===== src/rtl/decoder_arb_pkg.sv =====
// Shared types and helpers for the 4-way round-robin decoded-grant arbiter.
package decoder_arb_pkg;

  localparam int NUM_REQ = 4;
  localparam int IDX_W   = 2;

  typedef enum logic {
    IDLE  = 1'b0,
    GRANT = 1'b1
  } state_t;

  // Circular first-set search starting at ptr. Offsets are scanned from the
  // far end back toward ptr so the closest set bit is the last one written.
  // The result is only meaningful when req is non-zero.
  function automatic logic [IDX_W-1:0] rr_pick(input logic [NUM_REQ-1:0] req,
                                               input logic [IDX_W-1:0]   ptr);
    logic [IDX_W-1:0] idx;
    rr_pick = ptr;
    for (int k = NUM_REQ - 1; k >= 0; k--) begin
      idx = ptr + IDX_W'(k);
      if (req[idx]) rr_pick = idx;
    end
  endfunction

endpackage


===== src/rtl/dec2to4.sv =====
// Enabled 2-to-4 one-hot decoder; output is zero when disabled.
module dec2to4 (
  input  logic [1:0] A,
  input  logic       E,
  output logic [3:0] Y
);

  // Shift a single one into position A when enabled.
  always_comb begin
    Y = 4'b0000;
    if (E) Y = 4'b0001 << A;
  end

endmodule


===== src/rtl/decoder_rr_arbiter.sv =====
// Round-robin arbiter for one 4-way shared resource. The grant is held until
// the owner drops its request, or until HOLD_MAX cycles have elapsed while
// someone else is waiting. One dead cycle always separates two grants.
//
//   state | meaning
//   ------+---------------------------------------------------------------
//   IDLE  | no grant; next non-zero req is arbitrated from ptr_q onward
//   GRANT | idx_q owns the resource; hold_q counts cycles of ownership
module decoder_rr_arbiter
  import decoder_arb_pkg::*;
#(
  parameter int HOLD_MAX = 4
) (
  input  logic               clk,
  input  logic               rst,
  input  logic [NUM_REQ-1:0] req,
  output logic [NUM_REQ-1:0] gnt,
  output logic [IDX_W-1:0]   gnt_idx,
  output logic               gnt_valid
);

  localparam int               HC_W       = (HOLD_MAX < 1) ? 1 : $clog2(HOLD_MAX + 1);
  localparam logic [HC_W-1:0]  HOLD_LAST  = (HOLD_MAX > 0) ? HC_W'(HOLD_MAX - 1) : '0;
  localparam bit               PREEMPT_EN = (HOLD_MAX != 0);

  state_t           state_q;
  logic [IDX_W-1:0] ptr_q;
  logic [IDX_W-1:0] idx_q;
  logic [HC_W-1:0]  hold_q;
  logic             valid_q;

  logic [IDX_W-1:0] pick_d;
  logic [IDX_W-1:0] ptr_d;
  logic [HC_W-1:0]  hold_d;
  logic             others_wait;
  logic             rearb;

  // gnt is already the one-hot of idx_q during GRANT, so it doubles as the
  // owner mask when looking for other waiting requesters.
  always_comb begin
    pick_d      = rr_pick(req, ptr_q);
    ptr_d       = idx_q + 1'b1;
    hold_d      = (hold_q == HOLD_LAST) ? hold_q : hold_q + 1'b1;
    others_wait = |(req & ~gnt);
    rearb       = !req[idx_q] || (PREEMPT_EN && (hold_q == HOLD_LAST) && others_wait);
  end

  // Arbitration FSM with registered grant index and valid.
  always_ff @(posedge clk or posedge rst) begin
    if (rst) begin
      state_q <= IDLE;
      ptr_q   <= '0;
      idx_q   <= '0;
      hold_q  <= '0;
      valid_q <= 1'b0;
    end else begin
      case (state_q)
        IDLE: begin
          if (|req) begin
            state_q <= GRANT;
            idx_q   <= pick_d;
            valid_q <= 1'b1;
            hold_q  <= '0;
          end
        end
        GRANT: begin
          if (rearb) begin
            state_q <= IDLE;
            valid_q <= 1'b0;
            ptr_q   <= ptr_d;
          end else begin
            hold_q  <= hold_d;
          end
        end
        default: begin
          state_q <= IDLE;
          valid_q <= 1'b0;
        end
      endcase
    end
  end

  dec2to4 u_dec (
    .A (idx_q),
    .E (valid_q),
    .Y (gnt)
  );

  assign gnt_idx   = idx_q;
  assign gnt_valid = valid_q;

endmodule


===== config.mk =====
export PLATFORM = sky130hd
export DESIGN_NAME = decoder_rr_arbiter
export DESIGN_NICKNAME = d
export VERILOG_FILES = /design/src/rtl/decoder_arb_pkg.sv /design/src/rtl/dec2to4.sv /design/src/rtl/decoder_rr_arbiter.sv
export SDC_FILE = /design/constraint.sdc
export NUM_CORES = 1
export LEC_CHECK = 0
export ABC_AREA = 1
export BUFFER_PORTS_ARGS = -buffer_cell sky130_fd_sc_hd__buf_2
export CAP_MARGIN = 20
export CELL_PAD_IN_SITES_DETAIL_PLACEMENT = 2
export CELL_PAD_IN_SITES_GLOBAL_PLACEMENT = 2
export CORE_MARGIN = 4
export CORE_UTILIZATION = 29
export CTS_CLUSTER_SIZE = 12
export DETAILED_ROUTE_END_ITERATION = 6
export PLACE_DENSITY_LB_ADDON = 0.1
export SLEW_MARGIN = 20
export SYNTH_ARGS = -nofsm -noshare
export SYNTH_HDL_FRONTEND = slang
export SYNTH_SLANG_ARGS = --single-unit

===== constraint.sdc =====
create_clock -name clk -period 1.95 [get_ports clk]
set_clock_uncertainty 0.15 [all_clocks]
set_input_delay 0.2925 -clock clk [delete_from_list [all_inputs] [get_ports clk]]
set_output_delay 0.2925 -clock clk [all_outputs]
set_load 0.1 [all_outputs]

# --- Word level (Yosys, flattened, before mapping) ---
# Index checks and enable logic that the tools add are counted.
word_totals:
  ff_bits: 9
  latchBits: 0
  ramBits: 0
  rom_bits: 0
  input_bits: 6
  elab_cells: 58
  memories: 0
classes:
  add_sub_neg: 5
  mul: 0
  n_div: 0
  magnitude_cmp: 5
  eq_ne: 5
  shift: 1
  mux: 25
  n_bitwise: 3
  reduce_logical: 9
ops:
  columns: ["operator", "count"]
  rows:
  - ["$lt A2 B3 Y1 const B", 5]
  - ["$bmux W1 S2", 5]
  - ["$mux W1", 9]
  - ["$mux W3", 3]
  - ["$mux W2", 4]
  - ["$reduce_or A4 Y1", 2]
  - ["$ne A2 B2 Y1 const B", 3]
  - ["$pmux W3 S2", 1]
  - ["$reduce_and A2 Y1", 3]
  - ["$add A2 B1 Y2 const B", 2]
  - ["$add A2 B2 Y2 const B", 2]
  - ["$and A4 B4 Y4", 1]
  - ["$mux W4", 1]
  - ["$not A4 Y4", 1]
  - ["$pmux W1 S2", 2]
  - ["$shl A1 B2 Y4 const A", 1]
  - ["$add A3 B1 Y3 const B", 1]
  - ["$eq A3 B2 Y1 const B", 1]
  - ["$reduce_and A3 Y1", 1]
  - ["$ne A2 B1 Y1 const B", 1]
  - ["$logic_and A1 B1 Y1", 1]
  - ["$logic_not A1 Y1", 1]
  - ["$logic_or A1 B1 Y1", 1]
  - ["$not A1 Y1", 1]

# --- Logic depth before layout (Yosys ltp) ---
logic_depth:
  ltp_word: 9
  mapped_depth: 13
  depth_no_buf: 12

# --- Cells and area by module ---
# From an unflattened synthesis, not the netlist that was laid out.
hier_totals:
  cells_unflattened: 111
  area_unflattened_um2: 705.7
modules_own_cells:
  columns: ["module", "instances", "cells_per_inst", "area_each_um2", "seq_area_each_um2"]
  rows:
  - ["decoder_rr_arbiter", 1, 103, 675.6, 225.2]
  - ["dec2to4", 1, 8, 30.0, 0.0]

# --- Least setup slack after synthesis ---
# OpenSTA, ideal clock, no wires.
synth_timing:
  path_kind: "reg-to-reg"
  from: "register idx_q[0] (netlist: gnt_idx[0])"
  to: "register ptr_q[0]"
  arrival_time_ps: 2601
  required_time_ps: 1631
  slack_ps: -969
  stages_incl_launch_ff: 11
  synth_period_minus_slack_ps: 2919
  path_cell_list: "dfrtp_1 -> inv_1 -> ha_1 -> nand2_1 -> inv_1 -> o21ai_0 -> o21ai_2 -> nand2_2 -> nand2_4 -> nand2_1 -> o21ai_0"
synth_between:
  word_cells_on_any_way: 12
synth_lines:
  columns: ["element", "line_no", "source"]
  rows:
  - ["start, declared", "decoder_rr_arbiter.sv:28", "logic [IDX_W-1:0] idx_q;"]
  - ["start signal, assigned", "decoder_rr_arbiter.sv:61", "idx_q <= pick_d;"]
  - ["$add A2 B1 Y2", "decoder_rr_arbiter.sv:42", "ptr_d = idx_q + 1'b1;"]
  - ["net ptr_d[0]", "decoder_rr_arbiter.sv:33", "logic [IDX_W-1:0] ptr_d;"]
  - ["end signal, assigned", "decoder_rr_arbiter.sv:70", "ptr_q <= ptr_d;"]
  - ["end, declared", "decoder_rr_arbiter.sv:27", "logic [IDX_W-1:0] ptr_q;"]
# The timed path passes the listed nets, and every way through them passes these cells. The select of a mux whose other input is x is not followed.
# A chain may end at the register's enable or synchronous reset.

# --- Worst setup path after layout ---
layout_timing:
  from: "register idx_q[0] (netlist: gnt_idx[0])"
  to: "register hold_q[2]"
layout_between:
  elab_chain_len: 9
  word_cells_on_any_way: 12
layout_rtl:
  columns: ["element", "line_no", "source"]
  rows:
  - ["$shl A1 B2 Y4", "dec2to4.sv:11", "if (E) Y = 4'b0001 << A;"]
  - ["$mux W4", "dec2to4.sv:11", null]
  - ["$not A4 Y4", "decoder_rr_arbiter.sv:44", "others_wait = |(req & ~gnt);"]
  - ["$and A4 B4 Y4", "decoder_rr_arbiter.sv:44", null]
  - ["$reduce_or A4 Y1", "decoder_rr_arbiter.sv:44", null]
  - ["$logic_and A1 B1 Y1", "decoder_rr_arbiter.sv:45", "rearb = !req[idx_q] || (PREEMPT_EN && (hold_q == HOLD_LAST) && others_wait);"]
  - ["$logic_or A1 B1 Y1 (*)", "decoder_rr_arbiter.sv:45", null]
  - ["$ne A2 B2 Y1 (no source line) (*)", null, null]
  - ["$reduce_and A3 Y1 (no source line) (*)", null, null]
  - ["end signal, assigned", "decoder_rr_arbiter.sv:72", "hold_q <= hold_d;"]
  - ["end, declared", "decoder_rr_arbiter.sv:29", "logic [HC_W-1:0] hold_q;"]
# Every way passes the cells marked *; elsewhere a longest branch is shown, timed or not. The select of a mux whose other input is x is not followed.

==> flow_metrics.py <==
metrics = {
    "run_status": {
        "status": "finished, final reports clean",
    },
    "synthesis": {
        "ys_seq_area_frac": 0.290,
        "ys.flop_type": "dfrtp_1",
        "synth.cells.most_frequent": "nand2_1, inv_1, nand3_1",
        "synth_top_area_share": 0.290,
        "synthMostInstantiatedCell": "nand2_1",
        "synth_nets": 132,
        "synth_warnings": 0,
        "yosys_register_bits": 9,
        "synth_area_um2": 776,
        "synth-async-reset-ratio": 1.00,
        "synth_area_leader_cell": "dfrtp_1",
        "synth_area_leaders": "dfrtp_1, nand2_1, ha_1, inv_1, nand3_1",
        "syn_area_per_cell_um2": 6.46,
        "synth_edf_count": 0,
        "syn-instance-count": 120,
        "synth_cell_type_count": 20,
    },
    "critical_path": {
        "cp.required_ns": 1.94,
        "worstPathMaxFanout": 8,
        "worst_setup_path_start_kind": "register",
        "crit_path_end_kind": "register",
        "worstSetupPathType": "register to register",
        "ff2ff_path_depth": 11,
        "timing.critical_path.arrival_ns": 1.90,
    },
    "die": {
        "die_x_um": 59.7,
        "die-area_um2": 3570,
        "rows": 18,
        "start_util": 0.308,
        "io_pins": 13,
        "core_area_um2": 2520,
        "die_y_um": 59.7,
    },
    "global_route": {
        "antenna_found_initial": 0,
        "grt_use_total": 0.160,
        "grt_pass1_wl_um": 4220,
        "overflow": 0,
        "grt_max_degree": 11,
        "grt_pass1_vias": 875,
    },
    "clock_network": {
        "cts_root_buffer": "clkbuf_4",
        "cts_htree_levels": 1,
        "cts_buffers": 3,
        "clkLatencyLatePin_ns": 0.28,
        "cts.sinks": 9,
        "cts_max_path_buffers": 2,
        "cts_tree": "done",
        "path_clk_slew_ns": 0.06,
    },
    "timing": {
        "rsz0062_at_grt": "true",
        "min_period_ns": 1.91,
        "max_slew_margin": 0.647,
        "min_period_over_period": 0.977,
        "fmax_mhz": 525,
        "tns_ns": 0,
        "hold_violations": 0,
        "slew_violations": 0,
        "setup_viol": 0,
        "worstMarginPinSlew_ns": 0.525,
    },
    "job": {
        "cap_violations": 0,
    },
    "cells_and_area": {
        "diodes": 0,
        "syn_to_final_growth_pct": 34.2,
        "fin_nets": 152,
        "layout-drive-gt1-share": 0.317,
    },
    "worst_hold_path": {
        "hp-class": "register to register",
        "whs_path_depth": 2,
    },
    "placed_design": {
        "port-buffer-count": 12,
        "dp_hpwl_um": 1940,
        "gp_congestion": 0.750,
    },
    "routing": {
        "drc_errors": 0,
        "vias": 830,
        "drt-total-wl_um": 2730,
        "ant_nets": 0,
        "dr.first_iter.drc_count": 26,
        "wl_per_cell_um": 16.1,
        "first_pass_iters": 4,
        "vias_per_cell": 4.91,
    },
}
[kinds of logic (layout without fill, tap and decap cells)]
logic type	after synthesis	in the layout	synth area share
buf+inv	21	40	0.118
flops	9	9	0.290
compound gates	11	11	0.0855
fa+ha+maj	6	6	0.0968
simple gates	73	73	0.410
[layout make-up]
class / count / area (um^2)
sequential: 9 / 234
tap: 30 / 37.5
fill: 316 / 1480
timing repair buffer: 16 / 144
clock buffer: 4 / 26.3
multi-input combinational: 90 / 499
inverter: 20 / 100
[worst max-delay path: stages (launching register included)]
cell     delay, ns
dfrtp_4       0.53
inv_4         0.10
ha_1          0.17
nand2_2       0.09
nand2_1       0.10
o21ai_2       0.06
o21ai_2       0.14
nand2_2       0.09
nand2_4       0.12
nand2_4       0.06
nand2_1       0.09
nand2_1       0.08
[per-layer routing]
| layer | part of all wire | track usage | wire [um] |
|---|---|---|---|
| met3 | 0.016 | 0.0281 | 43 |
| met4 | 0.012 | 0.0285 | 32 |
| met2 | 0.52 | 0.290 | 1430 |
| met5 | 0 | 0 | 0 |
| met1 | 0.45 | 0.198 | 1220 |
[through the flow]
step	util	cell area, um^2	cells	hold WS, ns	setup slack [ns]
finish	0.413	1040	169	0.368	0.0446
detailed placement	0.386	973	161	0.124	0.143
global placement	0.386	973	161	0.115	0.206
CTS	0.401	1010	166	0.352	0.0283
global route	0.413	1040	169	0.398	-0.0647
floorplan	-	842	120	-0.0296	-0.366
[sequential cells by signal, indices dropped and copies added (netlist names)]
name / cells
gnt_idx: 2
gnt_valid: 1
hold_q: 3
ptr_q: 2
state_q: 1
[repair_timing]
action,CTS,global route
endpoints found under the hold margin,9,0
endpoints found under the setup margin,1,5
hold buffers,1,0
pin swaps,0,1
setup buffers,0,3
gates resized for setup,1,2
[path summary, 6_finish.rpt]
kind                            start         end  slack, ns
max in group asynchronous         rst  gnt_idx[1]       0.95
min reg2reg                 hold_q[1]   hold_q[1]       0.37
max reg2reg                gnt_idx[0]   hold_q[2]       0.04
min in group asynchronous         rst   gnt_valid       0.39
min                         hold_q[1]   hold_q[1]       0.37
max                        gnt_idx[0]   hold_q[2]       0.04
[cell usage in the layout (no fill, tap or decap), drive strengths merged, types with 4 or more instances in the layout]
master / count
nand2: 55
clkinvlp: 4
clkbuf: 4
nor2: 6
ha: 6
nand3: 10
buf: 15
o21ai: 8
inv: 16
dfrtp: 9
Power is left out: the tool's default activity adds up to more than one toggle a clock period on the data nets, which glitch-free logic cannot reach.
